File: src/rtl/multicycle_controller_pkg.sv
// Shared definitions for the multicycle RV32I controller: FSM state
// encoding, opcode constants, ALUOp / ALUControl codes, datapath mux
// select encodings and the immediate-format decode helper.
package multicycle_controller_pkg;

    typedef enum logic [3:0] {
        S_FETCH    = 4'd0,
        S_DECODE   = 4'd1,
        S_MEMADR   = 4'd2,
        S_MEMREAD  = 4'd3,
        S_MEMWB    = 4'd4,
        S_MEMWRITE = 4'd5,
        S_EXECR    = 4'd6,
        S_EXECI    = 4'd7,
        S_ALUWB    = 4'd8,
        S_BEQ      = 4'd9,
        S_JAL      = 4'd10,
        S_HALT     = 4'd11
    } state_t;

    localparam logic [6:0] OP_LOAD   = 7'b0000011;
    localparam logic [6:0] OP_STORE  = 7'b0100011;
    localparam logic [6:0] OP_RTYPE  = 7'b0110011;
    localparam logic [6:0] OP_ITYPE  = 7'b0010011;
    localparam logic [6:0] OP_BRANCH = 7'b1100011;
    localparam logic [6:0] OP_JAL    = 7'b1101111;

    localparam logic [1:0] ALUOP_ADD   = 2'b00;
    localparam logic [1:0] ALUOP_SUB   = 2'b01;
    localparam logic [1:0] ALUOP_FUNCT = 2'b10;

    localparam logic [2:0] ALU_ADD = 3'b000;
    localparam logic [2:0] ALU_SUB = 3'b001;
    localparam logic [2:0] ALU_AND = 3'b010;
    localparam logic [2:0] ALU_OR  = 3'b011;
    localparam logic [2:0] ALU_SLT = 3'b101;

    localparam logic [1:0] SRCA_PC    = 2'b00;
    localparam logic [1:0] SRCA_OLDPC = 2'b01;
    localparam logic [1:0] SRCA_RS1   = 2'b10;

    localparam logic [1:0] SRCB_RS2  = 2'b00;
    localparam logic [1:0] SRCB_IMM  = 2'b01;
    localparam logic [1:0] SRCB_FOUR = 2'b10;

    localparam logic [1:0] RES_ALUOUT = 2'b00;
    localparam logic [1:0] RES_DATA   = 2'b01;
    localparam logic [1:0] RES_ALURES = 2'b10;

    localparam logic [1:0] IMM_I = 2'b00;
    localparam logic [1:0] IMM_S = 2'b01;
    localparam logic [1:0] IMM_B = 2'b10;
    localparam logic [1:0] IMM_J = 2'b11;

    // Immediate format follows the opcode alone; unknown opcodes fall to I.
    function automatic logic [1:0] imm_src(input logic [6:0] op);
        case (op)
            OP_STORE:  imm_src = IMM_S;
            OP_BRANCH: imm_src = IMM_B;
            OP_JAL:    imm_src = IMM_J;
            default:   imm_src = IMM_I;
        endcase
    endfunction

endpackage

File: src/rtl/multicycle_controller_alu_decoder.sv
// ALU decoder: maps ALUOp plus funct3/funct7[5] to the ALU operation.
// Ports:
//   aluop_i      ALUOp from the FSM (00 add, 01 sub, 10 funct decode)
//   funct3_i     instruction funct3
//   funct7b5_i   instruction funct7[5]
//   opb5_i       opcode bit 5 (1 for R-type, 0 for I-type ALU ops)
//   alucontrol_o ALU operation code
module multicycle_controller_alu_decoder
    import multicycle_controller_pkg::*;
(
    input  logic [1:0] aluop_i,
    input  logic [2:0] funct3_i,
    input  logic       funct7b5_i,
    input  logic       opb5_i,
    output logic [2:0] alucontrol_o
);

    always_comb begin
        alucontrol_o = ALU_ADD;
        case (aluop_i)
            ALUOP_SUB: alucontrol_o = ALU_SUB;
            ALUOP_FUNCT: begin
                case (funct3_i)
                    // funct7[5] only selects sub for register-register ops;
                    // addi immediates may have that bit set.
                    3'b000:  alucontrol_o = (funct7b5_i & opb5_i) ? ALU_SUB : ALU_ADD;
                    3'b111:  alucontrol_o = ALU_AND;
                    3'b110:  alucontrol_o = ALU_OR;
                    3'b010:  alucontrol_o = ALU_SLT;
                    default: alucontrol_o = ALU_ADD;
                endcase
            end
            default: alucontrol_o = ALU_ADD;
        endcase
    end

endmodule

File: src/rtl/multicycle_controller.sv
// Multicycle RV32I sequencing controller. Moore FSM producing per-state
// datapath enables and mux selects, a shared-memory ready handshake and a
// retired-instruction counter.
// Build option: ILLEGAL_TRAP_EN -- when defined, unsupported opcodes halt
// the controller and raise a sticky Illegal flag; otherwise they are NOPs.
// Ports:
//   clk, rst            clock, synchronous active-high reset
//   Op, funct3, funct7  instruction fields from the instruction register
//   Zero                ALU zero flag (branch decision)
//   MemReady            memory completed the current access
//   MemReq..ALUControl  datapath controls
//   InstrRetired        retired-instruction count (wraps)
//   Illegal             sticky illegal-opcode flag
module multicycle_controller
    import multicycle_controller_pkg::*;
#(
    parameter int CNT_W = 32
) (
    input  logic             clk,
    input  logic             rst,
    input  logic [6:0]       Op,
    input  logic [2:0]       funct3,
    input  logic [6:0]       funct7,
    input  logic             Zero,
    input  logic             MemReady,
    output logic             MemReq,
    output logic             AdrSrc,
    output logic             MemWrite,
    output logic             IRWrite,
    output logic             PCWrite,
    output logic             RegWrite,
    output logic [1:0]       ALUSrcA,
    output logic [1:0]       ALUSrcB,
    output logic [1:0]       ResultSrc,
    output logic [1:0]       ImmSrc,
    output logic [2:0]       ALUControl,
    output logic [CNT_W-1:0] InstrRetired,
    output logic             Illegal
);

    localparam logic [CNT_W-1:0] CNT_ONE = {{(CNT_W-1){1'b0}}, 1'b1};

    state_t           state_q, state_d;
    logic [CNT_W-1:0] retired_q;
    logic             retire;

    logic       mem_req, adr_src, mem_write, ir_write, pc_write, reg_write;
    logic [1:0] src_a, src_b, res_src, aluop;
    logic [2:0] alu_ctrl;

    // Only funct7[5] participates in decode.
    logic unused_funct7;
    assign unused_funct7 = ^{funct7[6], funct7[4:0]};

    always_comb begin
        state_d   = state_q;
        mem_req   = 1'b0;
        adr_src   = 1'b0;
        mem_write = 1'b0;
        ir_write  = 1'b0;
        pc_write  = 1'b0;
        reg_write = 1'b0;
        src_a     = SRCA_PC;
        src_b     = SRCB_RS2;
        res_src   = RES_ALUOUT;
        aluop     = ALUOP_ADD;
        case (state_q)
            S_FETCH: begin
                mem_req = 1'b1;
                src_b   = SRCB_FOUR;
                res_src = RES_ALURES;
                // FETCH is left on the ready cycle, so a ready held high
                // still yields exactly one IR load per visit.
                if (MemReady) begin
                    ir_write = 1'b1;
                    pc_write = 1'b1;
                    state_d  = S_DECODE;
                end
            end
            S_DECODE: begin
                src_a = SRCA_OLDPC;
                src_b = SRCB_IMM;
                case (Op)
                    OP_LOAD, OP_STORE: state_d = S_MEMADR;
                    OP_RTYPE:          state_d = S_EXECR;
                    OP_ITYPE:          state_d = S_EXECI;
                    OP_BRANCH:         state_d = S_BEQ;
                    OP_JAL:            state_d = S_JAL;
`ifdef ILLEGAL_TRAP_EN
                    default:           state_d = S_HALT;
`else
                    default:           state_d = S_FETCH;
`endif
                endcase
            end
            S_MEMADR: begin
                src_a   = SRCA_RS1;
                src_b   = SRCB_IMM;
                state_d = (Op == OP_LOAD) ? S_MEMREAD : S_MEMWRITE;
            end
            S_MEMREAD: begin
                mem_req = 1'b1;
                adr_src = 1'b1;
                if (MemReady) state_d = S_MEMWB;
            end
            S_MEMWB: begin
                res_src   = RES_DATA;
                reg_write = 1'b1;
                state_d   = S_FETCH;
            end
            S_MEMWRITE: begin
                mem_req   = 1'b1;
                adr_src   = 1'b1;
                mem_write = 1'b1;
                if (MemReady) state_d = S_FETCH;
            end
            S_EXECR: begin
                src_a   = SRCA_RS1;
                src_b   = SRCB_RS2;
                aluop   = ALUOP_FUNCT;
                state_d = S_ALUWB;
            end
            S_EXECI: begin
                src_a   = SRCA_RS1;
                src_b   = SRCB_IMM;
                aluop   = ALUOP_FUNCT;
                state_d = S_ALUWB;
            end
            S_ALUWB: begin
                reg_write = 1'b1;
                state_d   = S_FETCH;
            end
            S_BEQ: begin
                src_a    = SRCA_RS1;
                src_b    = SRCB_RS2;
                aluop    = ALUOP_SUB;
                pc_write = Zero;
                state_d  = S_FETCH;
            end
            S_JAL: begin
                src_a    = SRCA_OLDPC;
                src_b    = SRCB_FOUR;
                pc_write = 1'b1;
                state_d  = S_ALUWB;
            end
            S_HALT:  state_d = S_HALT;
            default: state_d = S_FETCH;
        endcase
    end

    // Illegal-opcode NOPs re-enter FETCH from DECODE and are not counted.
    assign retire = (state_d == S_FETCH) &&
                    (state_q inside {S_MEMWB, S_MEMWRITE, S_ALUWB, S_BEQ});

    always_ff @(posedge clk) begin
        if (rst) begin
            state_q   <= S_FETCH;
            retired_q <= '0;
        end else begin
            state_q <= state_d;
            if (retire) retired_q <= retired_q + CNT_ONE;
        end
    end

    multicycle_controller_alu_decoder u_alu_decoder (
        .aluop_i      (aluop),
        .funct3_i     (funct3),
        .funct7b5_i   (funct7[5]),
        .opb5_i       (Op[5]),
        .alucontrol_o (alu_ctrl)
    );

    // Outputs are forced low for the whole reset window, including the
    // first reset cycle before the state register has been loaded.
    assign MemReq       = ~rst & mem_req;
    assign AdrSrc       = ~rst & adr_src;
    assign MemWrite     = ~rst & mem_write;
    assign IRWrite      = ~rst & ir_write;
    assign PCWrite      = ~rst & pc_write;
    assign RegWrite     = ~rst & reg_write;
    assign ALUSrcA      = rst ? 2'b00 : src_a;
    assign ALUSrcB      = rst ? 2'b00 : src_b;
    assign ResultSrc    = rst ? 2'b00 : res_src;
    assign ImmSrc       = rst ? 2'b00 : imm_src(Op);
    assign ALUControl   = rst ? 3'b000 : alu_ctrl;
    assign InstrRetired = rst ? '0 : retired_q;

`ifdef ILLEGAL_TRAP_EN
    // HALT is only left through reset, so being in HALT is the sticky flag.
    assign Illegal = ~rst & (state_q == S_HALT);
`else
    assign Illegal = 1'b0;
`endif

endmodule
File: config.mk
export PLATFORM = sky130hd
export DESIGN_NAME = multicycle_controller
export DESIGN_NICKNAME = d
export VERILOG_FILES = /design/src/rtl/multicycle_controller_pkg.sv /design/src/rtl/multicycle_controller_alu_decoder.sv /design/src/rtl/multicycle_controller.sv
export SDC_FILE = /design/constraint.sdc
export NUM_CORES = 1
export LEC_CHECK = 0
export CAP_MARGIN = 20
export CORE_ASPECT_RATIO = 0.7
export CORE_MARGIN = 2
export CORE_UTILIZATION = 35
export DETAILED_ROUTE_END_ITERATION = 8
export PLACE_DENSITY = 0.76
export SYNTH_ARGS = -nofsm -noshare
export SYNTH_HDL_FRONTEND = slang
export SYNTH_SLANG_ARGS = --single-unit
File: constraint.sdc
create_clock -name clk -period 2.5 [get_ports clk]
set_input_delay 0.625 -clock clk [delete_from_list [all_inputs] [get_ports clk]]
set_output_delay 0.625 -clock clk [all_outputs]
set_load 0.005 [all_outputs]
==> results.toml <==
[timing]
post-route-period-util_pct = 103
fin_worst_skew_ps = 4.00
fin_tns_setup_ps = -63.3
tightest_slew_ps = 494
report.final.setup_viol = 1
fin_crit_ps = 2560
finalHoldViolations = 0
drv_slew = 0
max-slew-margin-rel_pct = 66.8
whs_ps = 503
fmax_mhz = 390
grt_setup_unrepaired = "yes"
setup_slack_ps = -63.3

[final_layout]
fin_nets = 430
drive_gt1_share_pct = 23.6
syn2layout_area_growth_pct = 50.9
n_antenna_cell = 0
stdcell_count = 501

[die]
die_h_um = 73.3
num_rows = 25
die_w_um = 103
start_util_pct = 35.9
dieArea_sq_um = 7550
io_pins = 71
coreArea_sq_um = 6690

[clock_tree]
cts_tree = "built"
htreeDepth = 2
clock_latency_ps = 290
cts_made_buffers = 5
cts_root_buffer = "clkbuf_8"
clk_pin_slew_worst_paths_ps = 70
cts_hold_buf = 0
clock_sinks = 36
cts.path.max_buffers = 2

[synth]
synthArstFlopShare_pct = 0
synth.most_common_cell = "nor2_1"
synth_nets = 336
synth_top_area_share_pct = 30.0
synthesis.area_sq_um = 2400
post-synth-top-area-cell = "dfxtp_1"
synth_flop_cell = "dfxtp_1"
synth_top_cells_by_count = "44 x nor2_1, 37 x nor2b_1, 36 x dfxtp_1"
avgSynthCellArea_sq_um = 7.70
ys_ff_latch = 36
yosys_warnings = 0
synth_cells = 312
synth_seq_area_share_pct = 30.0
synth_edf_count = 0
yosys-top-cells-area = "dfxtp_1 30%, nor2b_1 9.6%, nor2_1 6.9%, xor2_1 6.6%, nand4_1 3.9%"
synth_cell_type_count = 50

[placement]
gp_congestion = 0.869
dp.cells = 488
dpl.hpwl_mm = 4.71
portBuffers = 63

[critical_path]
reg2reg_depth = 6
r2r_slack_ps = 470
cp.required_ps = 1880
reg2reg_to = "retired_q[29]"
setup.worst_path.start = "state_q[1]"
critPathKind = "reg -> out"
worst_setup_path_end_kind = "output pin"
reg2reg_from = "retired_q[10]"
crit_fanout = 4
cp.arrival_ps = 1940
crit_path_start_kind = "flip-flop"
cp-endpoint = "ALUControl[2]"

[route]
drt-total-wl_mm = 6.46
drt_first_pass_iters = 4
vias = 2517
drcViolationCount = 0
viasPerCell = 5.02
drtAntennaViolNets = 0
drt_iter0_drc = 97
routedWlPerCell_um = 12.9

[global_route]
grt_max_degree = 30
grt_antenna_before_repair = 0
grt_pass1_wl_mm = 11.1
grtUsageTotal_pct = 18.2
grt_pass1_vias = 2472
overflow = 0

[power]
p_leak_nw = 1.46
ir_drop_mv = 0.198
power_density_nw_per_um2 = 336
power.total_mw = 1.22

[status]
outcome = "complete, but fails checks"
violations = "negative setup slack"

[job]
max_cap_viol_count = 0

[min_path]
min_path_type = "reg -> reg"
## metal layers
layer	GRT usage (%)	up-vias	share of wire (%)
li1	-	1268	-
met1	25.8	1160	47
met2	27.8	79	45
met3	4.00	10	6.7
met4	5.12	0	1.2
met5	0	-	0
## state kept, by name, indices dropped and copies added (netlist names)
| signal | flops |
|---|---|
| state_q | 4 |
| retired_q | 32 |
## cells by family (layout without fill, tap and decap cells)
group           Yosys count  in the layout  share of synthesized area (%)
compound gates           32             32                           8.59
xor+xnor                 25             25                           9.11
fa+ha+maj                 3              3                           1.56
buf+inv                  28            123                           4.79
flops                    36             36                           30.0
mux                       4              4                           1.82
other cells               1              1                          0.156
simple gates            183            183                           44.0
## where the power goes
| group | leakage [nW] | switching [mW] | total, mW | internal (mW) |
|---|---|---|---|---|
| registers | 0.293 | 0.00126 | 0.573 | 0.571 |
| logic | 1.11 | 0.0659 | 0.140 | 0.0737 |
| clock network | 0.0552 | 0.212 | 0.508 | 0.296 |
## worst max-delay path, stage by stage (launching register included)
cell and delay, ps:
dfxtp_4 380, nor2b_4 150, nand2_1 110, ha_4 260
or4_4 520, nor2_4 110, buf_2 110
## cell usage in the layout, fill, tap and decap left out, types with 4 or more instances in the layout
cell type,netlist,layout
nor2_1,44,41
a31oi_1,5,5
nor2b_1,37,33
xor2_1,18,18
nand3_1,9,8
or4_1,7,6
buf_4,2,40
inv_1,7,6
a21oi_1,6,6
clkdlybuf4s50_1,0,48
clkbuf_2,0,4
and3_1,8,7
nand2_1,23,22
nor3_1,12,9
dlygate4sd2_1,0,6
xnor2_1,7,7
nand4_1,15,15
o21ai_0,11,10
dfxtp_1,36,32
clkbuf_8,0,5
nand2b_1,5,4
## final cells by class
class	instances	area (sq um)
fillers	640	3070
multi-input cells	248	1690
repair buffers	107	950
flip-flops and latches	36	733
well taps	94	118
clock buffers	6	72.6
clock inverters	2	35.0
inverters	8	32.5
## per-stage QoR
stage	area [sq um]	setup slack [ps]	util, %
CTS	3530	-13.2	52.8
detailed placement	3350	-355	50.1
floorplan	2400	12.3	-
global route	3630	-131	54.2
finish	3630	-63.3	54.2
global placement	3350	-323	50.1
## how the worst min path moves through the flow
stage	end	slack (ps)	from	cells past startpoint
2_1_floorplan	retired_q[30]	460	retired_q[30]	2
3_3_place_gp	retired_q[30]	480	retired_q[30]	2
3_5_place_dp	retired_q[30]	500	retired_q[30]	2
4_1_cts	retired_q[30]	510	retired_q[30]	2
5_1_grt	retired_q[30]	520	retired_q[30]	2
6_report	retired_q[30]	500	retired_q[30]	2
## repair_timing
item,in CTS,in global routing
setup endpoints to repair,13,19
buffers inserted,2,3
pin swaps,2,6
resized for setup,32,33
(Power assumes the default switching activity.)
